--- config.mk ---
export PLATFORM = sky130hd
export DESIGN_NAME = factorial_seq
export DESIGN_NICKNAME = d
export VERILOG_FILES = /design/src/rtl/factorial_pkg.sv /design/src/rtl/factorial_mul_sat.sv /design/src/rtl/factorial_seq.sv
export SDC_FILE = /design/constraint.sdc
export NUM_CORES = 1
export LEC_CHECK = 0
export CORE_ASPECT_RATIO = 1.4
export CORE_MARGIN = 2
export CORE_UTILIZATION = 32
export DETAILED_ROUTE_END_ITERATION = 7
export GPL_TIMING_DRIVEN = 0
export PLACE_DENSITY = 0.53
export SYNTH_ARGS = -nofsm -noshare
export SYNTH_HDL_FRONTEND = slang
export SYNTH_SLANG_ARGS = --single-unit
--- constraint.sdc ---
create_clock -name i_clk -period 11.1 [get_ports i_clk]
set_input_delay 1.11 -clock i_clk [delete_from_list [all_inputs] [get_ports i_clk]]
set_output_delay 1.11 -clock i_clk [all_outputs]
set_load 0.05 [all_outputs]
--- src/rtl/factorial_pkg.sv ---
// -----------------------------------------------------------------------------
// factorial_pkg
// Shared definitions for the factorial engine:
//   - state_e       : FSM state encoding (IDLE, CALC, DONE)
//   - N_WIDTH_DEF   : default operand width
//   - R_WIDTH_DEF   : default result width
//   - SAT_DEF       : saturation value at the default result width
// -----------------------------------------------------------------------------
package factorial_pkg;

    localparam int N_WIDTH_DEF = 5;
    localparam int R_WIDTH_DEF = 32;

    localparam logic [R_WIDTH_DEF-1:0] SAT_DEF = {R_WIDTH_DEF{1'b1}};

    typedef enum logic [1:0] {
        IDLE = 2'd0,
        CALC = 2'd1,
        DONE = 2'd2
    } state_e;

endpackage : factorial_pkg

--- src/rtl/factorial_mul_sat.sv ---
// -----------------------------------------------------------------------------
// factorial_mul_sat
// Combinational accumulator step: multiplies the running product by the
// current counter, detects overflow of the result width and saturates.
// Ports:
//   i_acc      [R_WIDTH]  running product
//   i_cnt      [N_WIDTH]  current multiplier
//   i_ovf      1          overflow already seen in this operation
//   o_next_acc [R_WIDTH]  next product (all-ones once overflow is seen)
//   o_ovf      1          sticky overflow flag for the next step
// -----------------------------------------------------------------------------
import factorial_pkg::*;

module factorial_mul_sat #(
    parameter int N_WIDTH = N_WIDTH_DEF,
    parameter int R_WIDTH = R_WIDTH_DEF
) (
    input  logic [R_WIDTH-1:0] i_acc,
    input  logic [N_WIDTH-1:0] i_cnt,
    input  logic               i_ovf,
    output logic [R_WIDTH-1:0] o_next_acc,
    output logic               o_ovf
);

    logic [2*R_WIDTH-1:0] w_prod;

    // Full double-width product so any carry into the upper half is visible.
    assign w_prod = {{R_WIDTH{1'b0}}, i_acc} * {{(2*R_WIDTH-N_WIDTH){1'b0}}, i_cnt};

    // Saturate when the product spills over or overflow was already sticky.
    always_comb begin
        o_next_acc = {R_WIDTH{1'b0}};
        o_ovf      = 1'b0;
        if (i_ovf || (w_prod[2*R_WIDTH-1:R_WIDTH] != {R_WIDTH{1'b0}})) begin
            o_next_acc = {R_WIDTH{1'b1}};
            o_ovf      = 1'b1;
        end else begin
            o_next_acc = w_prod[R_WIDTH-1:0];
            o_ovf      = 1'b0;
        end
    end

endmodule : factorial_mul_sat

--- src/rtl/factorial_seq.sv ---
// -----------------------------------------------------------------------------
// factorial_seq
// Multi-cycle factorial engine, one multiply per clock. Operand n is taken
// over a valid/ready handshake in IDLE, the product is iterated in CALC from
// n downwards, and the (saturating) result is held in DONE until accepted.
// Ports:
//   i_clk     clock, rising edge
//   i_rst_n   asynchronous active-low reset
//   i_valid   operand valid           o_ready   operand accepted (IDLE only)
//   i_n       operand n
//   o_valid   result valid (DONE)     i_ready   downstream accepts result
//   o_result  n! or all-ones on overflow
//   o_ovf     true n! exceeds the result width
//   o_busy    engine is iterating (CALC)
// -----------------------------------------------------------------------------
import factorial_pkg::*;

module factorial_seq #(
    parameter int N_WIDTH = N_WIDTH_DEF,
    parameter int R_WIDTH = R_WIDTH_DEF
) (
    input  logic               i_clk,
    input  logic               i_rst_n,
    input  logic               i_valid,
    output logic               o_ready,
    input  logic [N_WIDTH-1:0] i_n,
    output logic               o_valid,
    input  logic               i_ready,
    output logic [R_WIDTH-1:0] o_result,
    output logic               o_ovf,
    output logic               o_busy
);

    state_e             r_state;
    state_e             w_state_next;
    logic [N_WIDTH-1:0] r_cnt;
    logic [R_WIDTH-1:0] r_acc;
    logic               r_ovf;
    logic [R_WIDTH-1:0] w_next_acc;
    logic               w_next_ovf;
    logic               w_cnt_gt1;

    assign w_cnt_gt1 = (r_cnt > N_WIDTH'(1));

    factorial_mul_sat #(
        .N_WIDTH (N_WIDTH),
        .R_WIDTH (R_WIDTH)
    ) u_mul_sat (
        .i_acc      (r_acc),
        .i_cnt      (r_cnt),
        .i_ovf      (r_ovf),
        .o_next_acc (w_next_acc),
        .o_ovf      (w_next_ovf)
    );

    // State register.
    always_ff @(posedge i_clk or negedge i_rst_n) begin
        if (!i_rst_n) begin
            r_state <= IDLE;
        end else begin
            r_state <= w_state_next;
        end
    end

    // Next-state logic.
    always_comb begin
        w_state_next = r_state;
        case (r_state)
            IDLE: begin
                if (i_valid) begin
                    w_state_next = CALC;
                end else begin
                    w_state_next = IDLE;
                end
            end
            CALC: begin
                // cnt<=1 ends the loop; n=0 and n=1 leave acc at 1.
                if (w_cnt_gt1) begin
                    w_state_next = CALC;
                end else begin
                    w_state_next = DONE;
                end
            end
            DONE: begin
                if (i_ready) begin
                    w_state_next = IDLE;
                end else begin
                    w_state_next = DONE;
                end
            end
            default: begin
                w_state_next = IDLE;
            end
        endcase
    end

    // Handshake/status outputs decoded from the state register only.
    always_comb begin
        o_ready = 1'b0;
        o_valid = 1'b0;
        o_busy  = 1'b0;
        case (r_state)
            IDLE:    o_ready = 1'b1;
            CALC:    o_busy  = 1'b1;
            DONE:    o_valid = 1'b1;
            default: o_ready = 1'b0;
        endcase
    end

    // Datapath: load on accept, iterate in CALC, hold otherwise.
    always_ff @(posedge i_clk or negedge i_rst_n) begin
        if (!i_rst_n) begin
            r_cnt <= {N_WIDTH{1'b0}};
            r_acc <= {R_WIDTH{1'b0}};
            r_ovf <= 1'b0;
        end else begin
            case (r_state)
                IDLE: begin
                    if (i_valid) begin
                        r_cnt <= i_n;
                        r_acc <= R_WIDTH'(1);
                        r_ovf <= 1'b0;
                    end
                end
                CALC: begin
                    if (w_cnt_gt1) begin
                        r_acc <= w_next_acc;
                        r_ovf <= w_next_ovf;
                        r_cnt <= r_cnt - N_WIDTH'(1);
                    end
                end
                default: begin
                    r_cnt <= r_cnt;
                end
            endcase
        end
    end

    assign o_result = r_acc;
    assign o_ovf    = r_ovf;

endmodule : factorial_seq

# [Yosys cells after proc, flatten, opt, wreduce, memory -nomap -nowiden]
# Index checks and enable logic that the tools add are counted.
[word_totals] inputBits=9 register_bits=40
[op_classes] addsub=1 eq_ne=4 reduce_logical=5 n_mux=18 multipliers=1 n_lt_le_gt_ge=1
[op_table] op="$mux 32" n=3
[op_table] op="$pmux 32 s2" n=1
[op_table] op="$mul 32x5->37" n=1
[op_table] op="$reduce_bool 32->1" n=1
[op_table] op="$mux 5" n=2
[op_table] op="$pmux 5 s2" n=1
[op_table] op="$mux 1" n=7
[op_table] op="$pmux 2 s3" n=1
[op_table] op="$gt 5x1->1 const B" n=1
[op_table] op="$sub 5x1->5 const B" n=1
[op_table] op="$mux 2" n=2
[op_table] op="$ne 2x2->1 const B" n=2
[op_table] op="$reduce_and 3->1" n=1
[op_table] op="$eq 2x1->1 const B" n=1
[op_table] op="$eq 2x2->1 const B" n=1
[op_table] op="$logic_not 2->1" n=1
[op_table] op="$pmux 1 s2" n=1
[op_table] op="$reduce_bool 2->1" n=1
[op_table] op="$logic_or 1x1->1" n=1

# [Logic depth before layout (Yosys ltp)]
[depth] word_depth=6 mapped_depth=19 mapped_depth_nobuf=16

# [By module]
# From an unflattened synthesis, not the netlist that was laid out.
[unflattened] hier_cells=852 hier_area_um2=7133.1
[by_module_without_submodules] mod="factorial_mul_sat" area_each_um2=5485.3 cells_each=727 instances=1 seq_area_each_um2=0.0
[by_module_without_submodules] mod="factorial_seq" area_each_um2=1647.8 cells_each=125 instances=1 seq_area_each_um2=1001.0

# [Worst setup path before layout]
# OpenSTA, ideal clock, no wires.
[synth_path] path_type="reg2reg" startpoint="register r_acc[1] (netlist: o_result[1])" endpoint="register r_acc[20] (netlist: o_result[20])" t_arrival_ns=4.697 setup_time_ns=0.137 stages_incl_launch_ff=17 synth_period_minus_slack_ns=4.834 path_slack_ns=6.266 path_cell_list="dfrtp_1 > and2_1 > fa_1 > fa_1 > inv_1 > fa_1 > inv_1 > ha_1 > o211ai_2 > a21oi_1 > o211ai_2 > a2111oi_4 > o211a_1 > or3_4 > a211oi_4 > buf_6 > a41oi_2"
[synth_between] elab_chain_cells=6
[synth_rtl] item="start, declared" line_no="factorial_seq.sv:37" rtl="logic [R_WIDTH-1:0] r_acc;"
[synth_rtl] item="start signal, assigned" line_no="factorial_seq.sv:114" rtl="r_acc <= {R_WIDTH{1'b0}};"
[synth_rtl] item="start signal, assigned" line_no="factorial_seq.sv:127" rtl="r_acc <= w_next_acc;"
[synth_rtl] item="$mul 32x5->37 (*)" line_no="factorial_mul_sat.sv:28" rtl="assign w_prod = {{R_WIDTH{1'b0}}, i_acc} * {{(2*R_WIDTH-N_WIDTH){1'b0}}, i_cnt};"
[synth_rtl] item="$reduce_bool 32->1" line_no="factorial_mul_sat.sv:34" rtl="if (i_ovf || (w_prod[2*R_WIDTH-1:R_WIDTH] != {R_WIDTH{1'b0}})) begin"
[synth_rtl] item="$logic_or 1x1->1" line_no="factorial_mul_sat.sv:34"
[synth_rtl] item="$mux 32 (*)" line_no="factorial_mul_sat.sv:34"
[synth_rtl] item="$mux 32 (*)" line_no="factorial_seq.sv:126" rtl="if (w_cnt_gt1) begin"
[synth_rtl] item="$pmux 32 s2 (*)" line_no="factorial_seq.sv:117" rtl="case (r_state)"
# Every way passes the cells marked *; elsewhere a longest branch is shown, timed or not. The select of a mux whose other input is x is not followed.
# A chain may end at the register's enable or synchronous reset.

# [Worst setup path in the final report]
[layout_path] startpoint="register r_cnt[2]" endpoint="register r_acc[20] (netlist: o_result[20])"
[layout_between] elab_chain_cells=6 word_cells_on_any_way=9
[layout_rtl] item="start, declared" line_no="factorial_seq.sv:36" rtl="logic [N_WIDTH-1:0] r_cnt;"
[layout_rtl] item="start signal, assigned" line_no="factorial_seq.sv:113" rtl="r_cnt <= {N_WIDTH{1'b0}};"
[layout_rtl] item="start signal, assigned" line_no="factorial_seq.sv:120" rtl="r_cnt <= i_n;"
[layout_rtl] item="start signal, assigned" line_no="factorial_seq.sv:129" rtl="r_cnt <= r_cnt - N_WIDTH'(1);"
[layout_rtl] item="$mul 32x5->37" line_no="factorial_mul_sat.sv:28"
[layout_rtl] item="$reduce_bool 32->1" line_no="factorial_mul_sat.sv:34"
[layout_rtl] item="$logic_or 1x1->1" line_no="factorial_mul_sat.sv:34"
[layout_rtl] item="$mux 32" line_no="factorial_mul_sat.sv:34"
[layout_rtl] item="$mux 32" line_no="factorial_seq.sv:126"
[layout_rtl] item="$pmux 32 s2" line_no="factorial_seq.sv:117"
# Several ways; a longest one is shown, not always the timed one. The select of a mux whose other input is x is not followed.

==> results.md <==
* Status: complete, no violations
* Post-route DRC at 0
* Area grow syn2layout at 13.6%
* Worst Path Buf+Inv at 6
* Data arrival, critical path at 6330 ps
* Total CTS buffers at 5
* Core box area at 22500 um2
* Required time of the critical path at 11260 ps
* # IOs at 45
* Worst Path Max Fanout at 10
* Hold Crit Start: r_state[0]
* GRT Total Usage at 19.6%
* Total grt overflow at 0
* Syn. warnings at 0
* Number of core rows at 65
* Chip width at 132 um
* Final Cycle Share at 55.6%
* Vias in the first global route at 6662
* Initial core utilization at 32.6%
* Initial antenna violation count at 0
* R2r endpoint: o_result[20]
* Max-cap violations at 0
* Critical path's top delay family: compound AO/OA/AOI/OAI gates
* RSZ-0062 raised after global routing: false
* # diodes at 0
* Die ar. at 24200 um2
* GPL Wtd Cong at 0.842
* Leading area contributor after synthesis: fa_1
* Avg Cell Area, Syn at 8.33 um2
* Slew HR at 47.5%
* Min-Delay Path Depth at 2
* Vias at 6382
* Largest family of logic cells by synthesized area: adder cells
* Worst-margin pin slew at 787 ps
* Net Count, Synth at 1029
* Main area contributors after synthesis: fa_1 25%, dfrtp_1 14%, and2_1 11%
* Hold Path Class: reg2reg
* Commonest register cell after synthesis: dfrtp_1
* Delay of the slowest critical-path stage at 540 ps
* Synth cell types at 63
* Flops & latches, synth at 40
* Max clock buf depth at 2
* Crit path launch type: register
* Share of cells above drive strength 1 at 5.56%
* Setup slack, reg-to-reg at 4930 ps
* Worst r2r path cells at 19
* Tmin final at 6170 ps
* Post-Synth Simple-Gate Area at 20.9%
* Complex-gate fraction of the synthesized area at 20.6%
* Nets@finish at 1081
* Register area share after synthesis at 13.6%
* Async SR Flop Fraction at 100%
* Mapped Area at 7350 um2
* CTS tree: yes
* Adder-cell share of the synthesized area at 32.5%
* Hold Path End: r_state[1]
* Xor and xnor area share after synthesis at 2.86%
* CTS root buf: clkbuf_16
* Clk Latency, worst-skew pair at 300 ps
* Critical-path top delay cell: fa_1
* DRT antenna net count at 0
* Number of enable flip-flop cells after synthesis at 0
* Total clock sinks at 40
* Initial DRT Pass Iterations at 5
* Pin count of the biggest net entering global routing at 36
* Drt total wl at 22.6 mm
* Global-route wire length before repair at 37.3 mm
* IO buf count at 44
* Fmax at 162 MHz
* Synthesized instance count at 883
* PostCTS Resize Cnt at 0
* Clock Skew at 7.77 ps
* Initial drt markers at 324
* Setup_tns at 0 ps
* Critical path type: reg2reg
* DP HPWL at 18.2 mm
* Crit-path cells: clkbuf_1, clkbuf_1, and2_1, fa_1, fa_1, inv_1, fa_1, inv_1, ha_1, buf_2, a21oi_1, o211ai_1, a221oi_1, a31oi_1, a41oi_1, mux2i_1, a211oi_4, buf_6, a41oi_2
* Per-cell routed wire length at 18.3 um
* Mux share of post-synthesis cell area at 0.715%
* Vias per inst at 5.16
* H-Tree Depth at 2
* CP most frequent cell: fa_1
* Max Slew Vio Count at 0
* Chip Height at 183 um
* Post-CTS setup buffers at 0
* Final Hold Fails at 0
* Critical Path Sink Type: register
* Share of the synthesized area in the top cell type at 24.5%
* Clock Pin Slew Worst Setup and Hold Paths at 70 ps
* Final setup fails at 0
* Hold Buf Count CTS at 0
* Worst r2r src: r_cnt[2]
## registers in the layout, indices dropped and copies added, names as in the netlist
name / count
r_cnt: 5
o_ovf: 1
o_result: 32
r_state: 2
## worst reg2reg max path, cell delays in order (launching register included)
cell and delay, ps:
dfrtp_1 320, clkbuf_1 390, clkbuf_1 490, and2_1 230, fa_1 450, fa_1 540
inv_1 50, fa_1 540, inv_1 40, ha_1 270, buf_2 170, a21oi_1 220
o211ai_1 120, a221oi_1 410, a31oi_1 240, a41oi_1 480, mux2i_1 200, a211oi_4 530
buf_6 240, a41oi_2 100
## how the worst max path moves through the flow
stage | from | to | slack (ps) | depth (start not counted)
2_1_floorplan | o_result[1] | o_result[20] | 6270 | 16
3_3_place_gp | r_cnt[2] | o_result[24] | 4920 | 19
3_5_place_dp | r_cnt[2] | o_result[20] | 4910 | 19
4_1_cts | r_cnt[2] | o_result[20] | 4870 | 19
5_1_grt | r_cnt[2] | o_result[29] | 4650 | 19
6_report | r_cnt[2] | o_result[20] | 4930 | 19
## through the flow
stage,std cells,cell area (um2),hold slack [ps],setup slack (ps),util (%)
2_1_floorplan,883,7350,633,6270,-
3_3_place_gp,1228,8170,581,4920,36.3
6_report,1237,8350,598,4930,37.1
5_1_grt,1237,8350,634,4650,37.1
3_5_place_dp,1229,8180,590,4910,36.3
4_1_cts,1237,8350,598,4870,37.1
## routing by layer
layer	vias to the layer above	wire length, um	GRT usage (%)
met3	29	515	1.24
met2	102	12300	37.5
li1	3047	-	-
met1	3204	9240	23.3
met5	-	0	0
met4	0	575	5.74
## cell type report
class / instances / area, um2
clock inverters: 3 / 42.5
multi-input cells: 681 / 5710
repair buffers: 45 / 455
plain buffers: 46 / 209
fillers: 2405 / 14200
flip-flops and latches: 40 / 1000
clock buffers: 5 / 125
inverters: 116 / 435
well taps: 301 / 377
## logic make-up after synthesis
group | Yosys count
buffers and inverters | 162
AOI/OAI and AO/OA | 231
and+or+nand+nor | 284
muxes | 5
xor gates and xnor gates | 24
adders and majority gates | 137
DFF | 40
## cell usage in the layout, fill, tap and decap left out, types with 3 or more instances in the layout
master,n
a21o_1,13
a31oi_1,19
inv_1,116
a21oi_2,10
buf_2,11
o211ai_2,3
and2_1,134
o21ai_0,26
a221oi_1,7
nor2b_1,3
nand2_1,68
clkbuf_16,5
xnor2_1,17
nand3_1,10
o211ai_1,7
nor3_1,13
clkbuf_1,32
o21ai_1,7
or3_1,4
nand4_1,3
nor2_1,31
ha_1,47
a21oi_1,95
dfrtp_1,40
nand2b_1,6
buf_6,3
a211oi_1,12
fa_1,90
clkdlybuf4s50_1,43
mux2i_1,3
xor2_1,7
a41oi_1,5
## cells in the mapped netlist (17+ instances only)
library cell,instances
dfrtp_1,40
a31oi_1,19
nand2_1,68
o21ai_0,26
a21oi_1,95
inv_1,116
ha_1,47
nor2_1,31
xnor2_1,17
clkbuf_1,32
and2_1,134
fa_1,90
Power is not shown: default switching activity piles up to over one toggle a cycle in this logic, so the estimate is an artifact.
